`src/rtl/matrix_multiplier.sv`:
```
// rtl/matrix_multiplier.sv - C = A x B over the loader's row/column lookup, streamed out row-major
//
// Purpose:
//   Waits for the loader complete flag, then for every (i,j) requests A row i and
//   B column j, keeps a local copy, runs an N/LANES-cycle multiply-accumulate and
//   presents (row, col, value) on a valid/ready handshake.
//
// Ports:
//   inter_refclk     clock shared with the loader read side
//   rst_n            synchronous active-low reset
//   start            loader complete flag (level)
//   a_row_in         loader A row, element k at bits [W*k +: W]
//   b_col_in         loader B column, same packing
//   requested_a_row  A row index presented to the loader
//   requested_b_col  B column index presented to the loader
//   c_valid/c_ready  result handshake
//   c_row/c_col      coordinates of the presented result
//   c_data           result value, unsigned CW bits
//   busy             high in every state except IDLE and DONE
//   done             high in DONE
module matrix_multiplier #(
   parameter int N      = 32,
   parameter int W      = 8,
   parameter int LANES  = 4,
   parameter int RD_LAT = 1,
   parameter int CW     = 2*W + $clog2(N)
) (
   input  logic                  inter_refclk,
   input  logic                  rst_n,
   input  logic                  start,
   input  logic [N*W-1:0]        a_row_in,
   input  logic [N*W-1:0]        b_col_in,
   output logic [$clog2(N)-1:0]  requested_a_row,
   output logic [$clog2(N)-1:0]  requested_b_col,
   output logic                  c_valid,
   input  logic                  c_ready,
   output logic [$clog2(N)-1:0]  c_row,
   output logic [$clog2(N)-1:0]  c_col,
   output logic [CW-1:0]         c_data,
   output logic                  busy,
   output logic                  done
);

   localparam int IW    = $clog2(N);
   localparam int BEATS = N / LANES;
   localparam int BW    = (BEATS > 1) ? $clog2(BEATS) : 1;
   localparam int LW    = $clog2(RD_LAT + 1);
   localparam int PW    = 2 * W;

   typedef enum logic [2:0] {
      S_IDLE, S_REQ, S_WAIT, S_MAC, S_OUT, S_DONE
   } state_t;

   state_t           state_q, state_d;
   logic [IW-1:0]    i_q, i_d, j_q, j_d;
   logic [IW-1:0]    req_a_q, req_a_d, req_b_q, req_b_d;
   logic [LW-1:0]    lat_q, lat_d;
   logic [BW-1:0]    beat_q, beat_d;
   logic [CW-1:0]    acc_q, acc_d;
   logic [N*W-1:0]   a_q, a_d, b_q, b_d;

   logic [W-1:0]     a_el [N];
   logic [W-1:0]     b_el [N];
   logic [CW-1:0]    lane_sum;
   int               idx;

   // Element views of the held local copies.
   for (genvar g = 0; g < N; g++) begin : g_el
      assign a_el[g] = a_q[g*W +: W];
      assign b_el[g] = b_q[g*W +: W];
   end

   // Sum of the LANES products covering elements beat*LANES .. beat*LANES+LANES-1.
   always_comb begin
      lane_sum = '0;
      idx      = 0;
      for (int l = 0; l < LANES; l++) begin
         idx      = int'(beat_q) * LANES + l;
         lane_sum = lane_sum + CW'(PW'(a_el[idx[IW-1:0]]) * PW'(b_el[idx[IW-1:0]]));
      end
   end

   always_ff @(posedge inter_refclk) begin
      if (!rst_n) begin
         state_q <= S_IDLE;
         i_q     <= '0;
         j_q     <= '0;
         req_a_q <= '0;
         req_b_q <= '0;
         lat_q   <= '0;
         beat_q  <= '0;
         acc_q   <= '0;
         a_q     <= '0;
         b_q     <= '0;
      end else begin
         state_q <= state_d;
         i_q     <= i_d;
         j_q     <= j_d;
         req_a_q <= req_a_d;
         req_b_q <= req_b_d;
         lat_q   <= lat_d;
         beat_q  <= beat_d;
         acc_q   <= acc_d;
         a_q     <= a_d;
         b_q     <= b_d;
      end
   end

   always_comb begin
      state_d = state_q;
      i_d     = i_q;
      j_d     = j_q;
      req_a_d = req_a_q;
      req_b_d = req_b_q;
      lat_d   = lat_q;
      beat_d  = beat_q;
      acc_d   = acc_q;
      a_d     = a_q;
      b_d     = b_q;
      case (state_q)
         S_IDLE: begin
            if (start) begin
               i_d     = '0;
               j_d     = '0;
               state_d = S_REQ;
            end
         end
         S_REQ: begin
            req_a_d = i_q;
            req_b_d = j_q;
            lat_d   = LW'(RD_LAT);
            state_d = S_WAIT;
         end
         S_WAIT: begin
            // Latch on the last wait cycle; the loader may change its buses afterwards.
            if (lat_q <= LW'(1)) begin
               a_d     = a_row_in;
               b_d     = b_col_in;
               beat_d  = '0;
               state_d = S_MAC;
            end else begin
               lat_d = lat_q - LW'(1);
            end
         end
         S_MAC: begin
            // First beat overwrites whatever the previous element left in acc.
            acc_d = (beat_q == '0) ? lane_sum : acc_q + lane_sum;
            if (beat_q == BW'(BEATS - 1)) begin
               beat_d  = '0;
               state_d = S_OUT;
            end else begin
               beat_d = beat_q + BW'(1);
            end
         end
         S_OUT: begin
            if (c_ready) begin
               if (j_q != IW'(N - 1)) begin
                  j_d     = j_q + IW'(1);
                  state_d = S_REQ;
               end else if (i_q != IW'(N - 1)) begin
                  j_d     = '0;
                  i_d     = i_q + IW'(1);
                  state_d = S_REQ;
               end else begin
                  state_d = S_DONE;
               end
            end
         end
         S_DONE: begin
            // A held start must not retrigger; wait for it to drop.
            if (!start) state_d = S_IDLE;
         end
         default: state_d = S_IDLE;
      endcase
   end

   always_comb begin
      c_valid         = (state_q == S_OUT);
      busy            = (state_q != S_IDLE) && (state_q != S_DONE);
      done            = (state_q == S_DONE);
      requested_a_row = req_a_q;
      requested_b_col = req_b_q;
      c_row           = i_q;
      c_col           = j_q;
      c_data          = acc_q;
   end

endmodule

```
`config.mk`:
```
export PLATFORM = sky130hd
export DESIGN_NAME = matrix_multiplier
export DESIGN_NICKNAME = d
export VERILOG_FILES = /design/src/rtl/matrix_multiplier.sv
export SDC_FILE = /design/constraint.sdc
export NUM_CORES = 2
export LEC_CHECK = 0
export ABC_AREA = 0
export BUFFER_PORTS_ARGS = -buffer_cell sky130_fd_sc_hd__buf_2
export CORE_UTILIZATION = 62
export CTS_BUF_LIST = sky130_fd_sc_hd__clkbuf_16
export DETAILED_ROUTE_END_ITERATION = 10
export GPL_ROUTABILITY_DRIVEN = 0
export PLACE_DENSITY_LB_ADDON = 0.25
export SYNTH_ARGS = -nofsm -noshare
export SYNTH_HDL_FRONTEND = slang
export SYNTH_SLANG_ARGS = --single-unit
```
`constraint.sdc`:
```
create_clock -name inter_refclk -period 16.4 [get_ports inter_refclk]
set_input_delay 1.64 -clock inter_refclk [delete_from_list [all_inputs] [get_ports inter_refclk]]
set_output_delay 1.64 -clock inter_refclk [all_outputs]
set_load 0.01 [all_outputs]
```
# --- After elaboration in Yosys (flattened, before gate mapping) ---
# Cells that the tools add are included.
classes:
  add_sub_neg: 11
  n_shift: 0
  eq_ne: 18
  n_div: 0
  multipliers: 4
  bitwise_logic: 4
  n_mux: 47
  magnitude_cmp: 5
  reduce_logical: 13
ops:
  columns: ["cell", "n"]
  rows:
  - ["binary-select mux 8 bit (select 5 bit)", 8]
  - ["2-to-1 mux 8 bit", 16]
  - ["multiplier 8 x 8 -> 16 bit", 4]
  - ["2-to-1 mux 5 bit", 7]
  - ["2-to-1 mux 3 bit", 9]
  - ["greater-or-equal comparator 6 bit (second input constant)", 4]
  - ["inverter 5 -> 6 bit", 4]
  - ["adder 21 x 19 -> 21 bit", 1]
  - ["2-to-1 mux 21 bit", 1]
  - ["case mux 5 bit (2 select lines)", 2]
  - ["adder 18 x 16 -> 19 bit", 1]
  - ["adder 17 x 16 -> 18 bit", 1]
  - ["case mux 3 bit (6 select lines)", 1]
  - ["adder 16 x 16 -> 17 bit", 1]
  - ["adder 5 x 1 -> 5 bit (second input constant)", 3]
  - ["!= test 2 bit (second input constant)", 6]
  - ["adder 5 x 2 -> 5 bit (second input constant)", 2]
  - ["!= test 5 bit (second input constant)", 2]
  - ["AND reduction 5 bit", 2]
  - ["equality test 3 bit (second input constant)", 3]
  - ["equality test 3 x 2 -> 1 bit (second input constant)", 2]
  - ["logical NOT 3 bit", 2]
  - ["case mux 3 bit (2 select lines)", 1]
  - ["AND reduction 2 bit", 3]
  - ["other kinds (13)", 16]
word_totals:
  inputBits: 516
  out_inout_bits: 44
  elab_cells: 112
  latch_bits: 0
  memories: 0
  mem_bits_rw: 0
  reg_bits: 560
  romBits: 0

# --- Depth between registers and ports, before layout ---
depth:
  depth_word: 11
  ltp_mapped: 37
  mapped_depth_nobuf: 34

# --- Least setup slack after synthesis ---
# Ideal clock, no wire load.
synth_timing:
  kind: "reg-to-reg"
  start: "reg beat_q[0]"
  end: "reg acc_q[16], in the netlist c_data[16]"
  arrival_ps: 8676
  path_stages_with_launch: 34
  path_slack_ps: 7606
  period_less_slack_ps: 8794
  path_buffers: 3
  path_cell_list: "dfxtp_1 clkbuf_1 buf_6 buf_4 mux4_2 mux2i_1 nor2_1 fa_1 inv_1 fa_1 fa_1 fa_1 fa_1 inv_1 fa_1 fa_1 inv_1 fa_1 inv_1 ha_1 a21oi_1 o211ai_1 a31oi_1 o21bai_1 a21oi_1 xor2_1 inv_1 ha_1 inv_1 o21bai_2 nor3_1 a211oi_1 or4b_1 o2111a_1"
synth_between:
  elab_chain_cells: 11
  word_cells_on_any_way: 41
  classes_between: "7 x add/sub; 4 x mul; 25 x mux; 4 x bitwise; 1 x reduce/logical"
synth_lines:
  columns: ["element", "line", "source"]
  rows:
  - ["start, declared", "58", "logic [BW-1:0] beat_q, beat_d;"]
  - ["start signal, assigned", "102", "beat_q <= beat_d;"]
  - ["adder 5 x 1 -> 5 bit", "78", "idx = int'(beat_q) * LANES + l;"]
  - ["inverter 5 -> 6 bit (not written as such)", "79", "lane_sum = lane_sum + CW'(PW'(a_el[idx[IW-1:0]]) * PW'(b_el[idx[IW-1:0]]));"]
  - ["binary-select mux 8 bit (select 5 bit)", "79", null]
  - ["2-to-1 mux 8 bit (not written as such) (2 in series)", "79", null]
  - ["multiplier 8 x 8 -> 16 bit", "79", null]
  - ["adder 16 x 16 -> 17 bit", "79", null]
  - ["adder 17 x 16 -> 18 bit", "79", null]
  - ["adder 18 x 16 -> 19 bit", "79", null]
  - ["adder 21 x 19 -> 21 bit", "147", "acc_d = (beat_q == '0) ? lane_sum : acc_q + lane_sum;"]
  - ["2-to-1 mux 21 bit *", "147", null]
  - ["end signal, assigned", "92", "acc_q <= '0;"]
  - ["end signal, assigned", "103", "acc_q <= acc_d;"]
  - ["end, declared", "59", "logic [CW-1:0] acc_q, acc_d;"]
# Every way passes the cells marked *; elsewhere a longest branch is shown, timed or not. The select of a mux whose other input is x is not followed.
# A chain may end at the register's enable or synchronous reset.

# --- Worst setup path after layout ---
layout_timing:
  start: "reg beat_q[1]"
  end: "reg acc_q[16], in the netlist c_data[16]"
# Same word-level chain as after synthesis.

==> impl_metrics.ini <==
[run_status]
status = finished, final reports clean

[power]
power_per_cell_area_mw_per_mm2 = 90.1
p_leak_nw = 16.0
ir_drop_uv = 80.7

[layout]
fin_area_sq_mm = 0.0378
nNetsFinal = 5135
final_util_pct = 71.8
area_delta_synth_final_pct = 14.1
drive_gt1_share_pct = 19.1

[sta]
fin_hold_ws_ns = 0.452
relSlewSlack_pct = 19.0
rsz0062_at_grt = no
tightest_slew_ns = 1.21
slew_violations = 0
fin_crit_sh_pct = 66.4
skew_ns = 0.0343
setup-tns-final_ns = 0
setup_viol = 0
fmax_mhz = 91.8
period_needed_ns = 10.89
worst_slack_ns = 5.51
hold_viol_final = 0

[critical_path]
cp.required_ns = 16.91
worstSetupEndpointType = flop
path_buf_inv = 8
startpoint_type = flop
crit_path_max_incr_delay_ns = 0.77
arrival_ns = 11.40
cp_top_family = adder cells
crit_type = flop to flop
crit_fanout = 58
crit_path_top_delay_cell = buf_4
crit_top_cell = fa_1

[clock_tree]
numCtsBuffers = 56
cts_buffer_depth = 3
path_clk_slew_ns = 0.06
clock-sinks = 559
cts_hold_buffers = 0
htreeDepth = 2
clock_latency_ns = 0.64
post_cts.resized_instances = 0
tritoncts = yes
postCtsSetupBuffers = 0
cts-root-buf = clkbuf_16

[die]
ioPinCount = 560
start_util_pct = 63.0
core-area_sq_mm = 0.0527
die_h_microns = 233
die_x_microns = 233
num_rows = 84
die_area_sq_mm = 0.0544

[drt]
routed_wl_microns = 104000
m1WireLength_microns = 38500
drtIter0Drc = 3116
avgViaCountPerCell = 5.84
wl_per_cell_microns = 20.9
highest_layer = met5
dr_wl_met2_microns = 49100
via_count = 29100
drc = 0
final_antenna_net_count = 0
dr.pass1.iters = 6
met3WireLength_microns = 8220

[grt]
grt_pass1_wl_microns = 157000
grt_max_degree = 236
grt-ovfl-total = 0
grt_pass1_vias = 28200
antenna_found_initial = 23
track_usage_pct = 38.3

[place]
placed_cell_area_sq_mm = 0.0361
dp_hpwl_microns = 80100
portBuffers = 559
pre_cts_ws_ns = 5.53

[yosys]
synth_top_cell_area_share_pct = 33.8
synth_seq_cells = 559
synth_fp_nets = 4725
syn_area_per_cell_sq_um = 8.67
yosysSeqAreaShare_pct = 33.8
postSynthCellCount = 3824
synth_area_sq_mm = 0.0331
synth_ff_type = dfxtp_1
ys_types = 70
yosys_warnings = 0
ys_async_sr_fraction_pct = 0
synth_top_area_cell = dfxtp_1
synth_area_leaders = dfxtp_1, fa_1, nand2_1
synth_edf_count = 0

[hold_path]
hold_class = flop to flop

[run]
drv_cap = 0
-- worst paths after layout --
kind | from | endpoint | slack [ns] | depth (start not counted)
setup / recovery | beat_q[1]$_SDFFE_PN0P_ | c_data[16]$_SDFFE_PN0P_ | 5.51 | 32
hold / removal | b_q[185]$_SDFFE_PN0P_ | b_q[185]$_SDFFE_PN0P_ | 0.45 | 2
setup reg to reg | beat_q[1]$_SDFFE_PN0P_ | c_data[16]$_SDFFE_PN0P_ | 5.51 | 32
hold reg to reg | b_q[185]$_SDFFE_PN0P_ | b_q[185]$_SDFFE_PN0P_ | 0.45 | 2
-- stage by stage --
| stage | total power [W] | std cells |
|---|---|---|
| 2_1_floorplan | 0.00198 | 3824 |
| 3_3_place_gp | 0.00219 | 4864 |
| 3_5_place_dp | 0.00221 | 4864 |
| 4_1_cts | 0.00340 | 4965 |
| 5_1_grt | 0.00353 | 4974 |
| 6_report | 0.00341 | 4981 |
-- worst reg2reg max path: cells and delay by family, from the launching register on --
| family | cells | cell delay (ns) |
|---|---|---|
| compound gates | 8 | 1.39 |
| xor+xnor | 1 | 0.20 |
| fa+ha+maj | 10 | 4.47 |
| buf+inv | 8 | 1.90 |
| flops | 1 | 0.69 |
| mux | 2 | 1.23 |
| simple gates | 3 | 0.87 |
-- layout by cell type (no fill, tap or decap), drive strengths merged, types with 7 or more instances in the layout --
master,instances
clkbuf,57
o21ai,32
fa,226
and3,8
o21bai,7
nand2,1085
nand3,16
mux2i,70
nor2b,8
a211oi,13
nand2b,19
xor2,16
a21o,9
diode,16
nor2,207
mux4,128
ha,159
mux2,7
xnor2,15
dfxtp,559
a21oi,560
clkinv,21
or2,59
inv,345
buf,574
o211ai,9
-- registers in the layout (all words and copies together) (netlist names) --
signal,cells
a_q,256
b_q,256
c_data,21
c_col,5
c_row,5
requested_a_row,5
requested_b_col,5
beat_q,3
state_q,3
-- per-layer routing --
metal | up-vias | global-route usage [%]
met1 | 14000 | 46.7
li1 | 13300 | -
met2 | 1409 | 61.0
met4 | 18 | 28.1
met5 | - | 0
met3 | 337 | 6.92
-- power by group --
part	total [W]	internal, W	switching, W
registers	0.00154	0.00147	0.0000681
clock network	0.00122	0.000662	0.000553
logic	0.000657	0.000240	0.000417
-- cells by family after synthesis --
kind of cell    Yosys count  synth area share [%]
fa+ha+maj               385                  19.6
compound gates          667                  10.9
xor+xnor                 31                 0.819
simple gates           1430                  17.2
buf+inv                 547                  6.59
mux                     205                  11.1
flops                   559                  33.8
-- layout make-up --
cell class	instances	area, sq um
multi-input combinational	2718	19800
fill	3991	14800
sequential	559	11200
timing repair buffer	574	2990
clock buffer	57	1430
inverter	325	1230
tap	688	861
clock inverter	44	292
antenna	16	40.0
-- cells in the mapped netlist (3+ instances only) --
| master | count |
|---|---|
| a211oi_1 | 11 |
| a21o_1 | 8 |
| a21oi_1 | 559 |
| a221oi_1 | 3 |
| a311oi_1 | 3 |
| a31oi_1 | 5 |
| and2_1 | 4 |
| and3_1 | 8 |
| buf_1 | 7 |
| buf_2 | 68 |
| buf_4 | 6 |
| buf_6 | 3 |
| clkbuf_1 | 138 |
| dfxtp_1 | 559 |
| fa_1 | 226 |
| ha_1 | 159 |
| inv_1 | 318 |
| inv_2 | 7 |
| mux2_2 | 7 |
| mux2i_1 | 65 |
| mux2i_2 | 5 |
| mux4_2 | 128 |
| nand2_1 | 1085 |
| nand2b_1 | 19 |
| nand3_1 | 16 |
| nand4_1 | 5 |
| nor2_1 | 206 |
| nor2b_1 | 8 |
| nor3_1 | 5 |
| o211ai_1 | 9 |
| o21a_1 | 6 |
| o21ai_0 | 28 |
| o21ai_1 | 4 |
| o21bai_1 | 5 |
| o31ai_1 | 3 |
| or2_1 | 57 |
| xnor2_1 | 15 |
| xor2_1 | 16 |
Note: power is estimated with default switching activity, not from simulation.
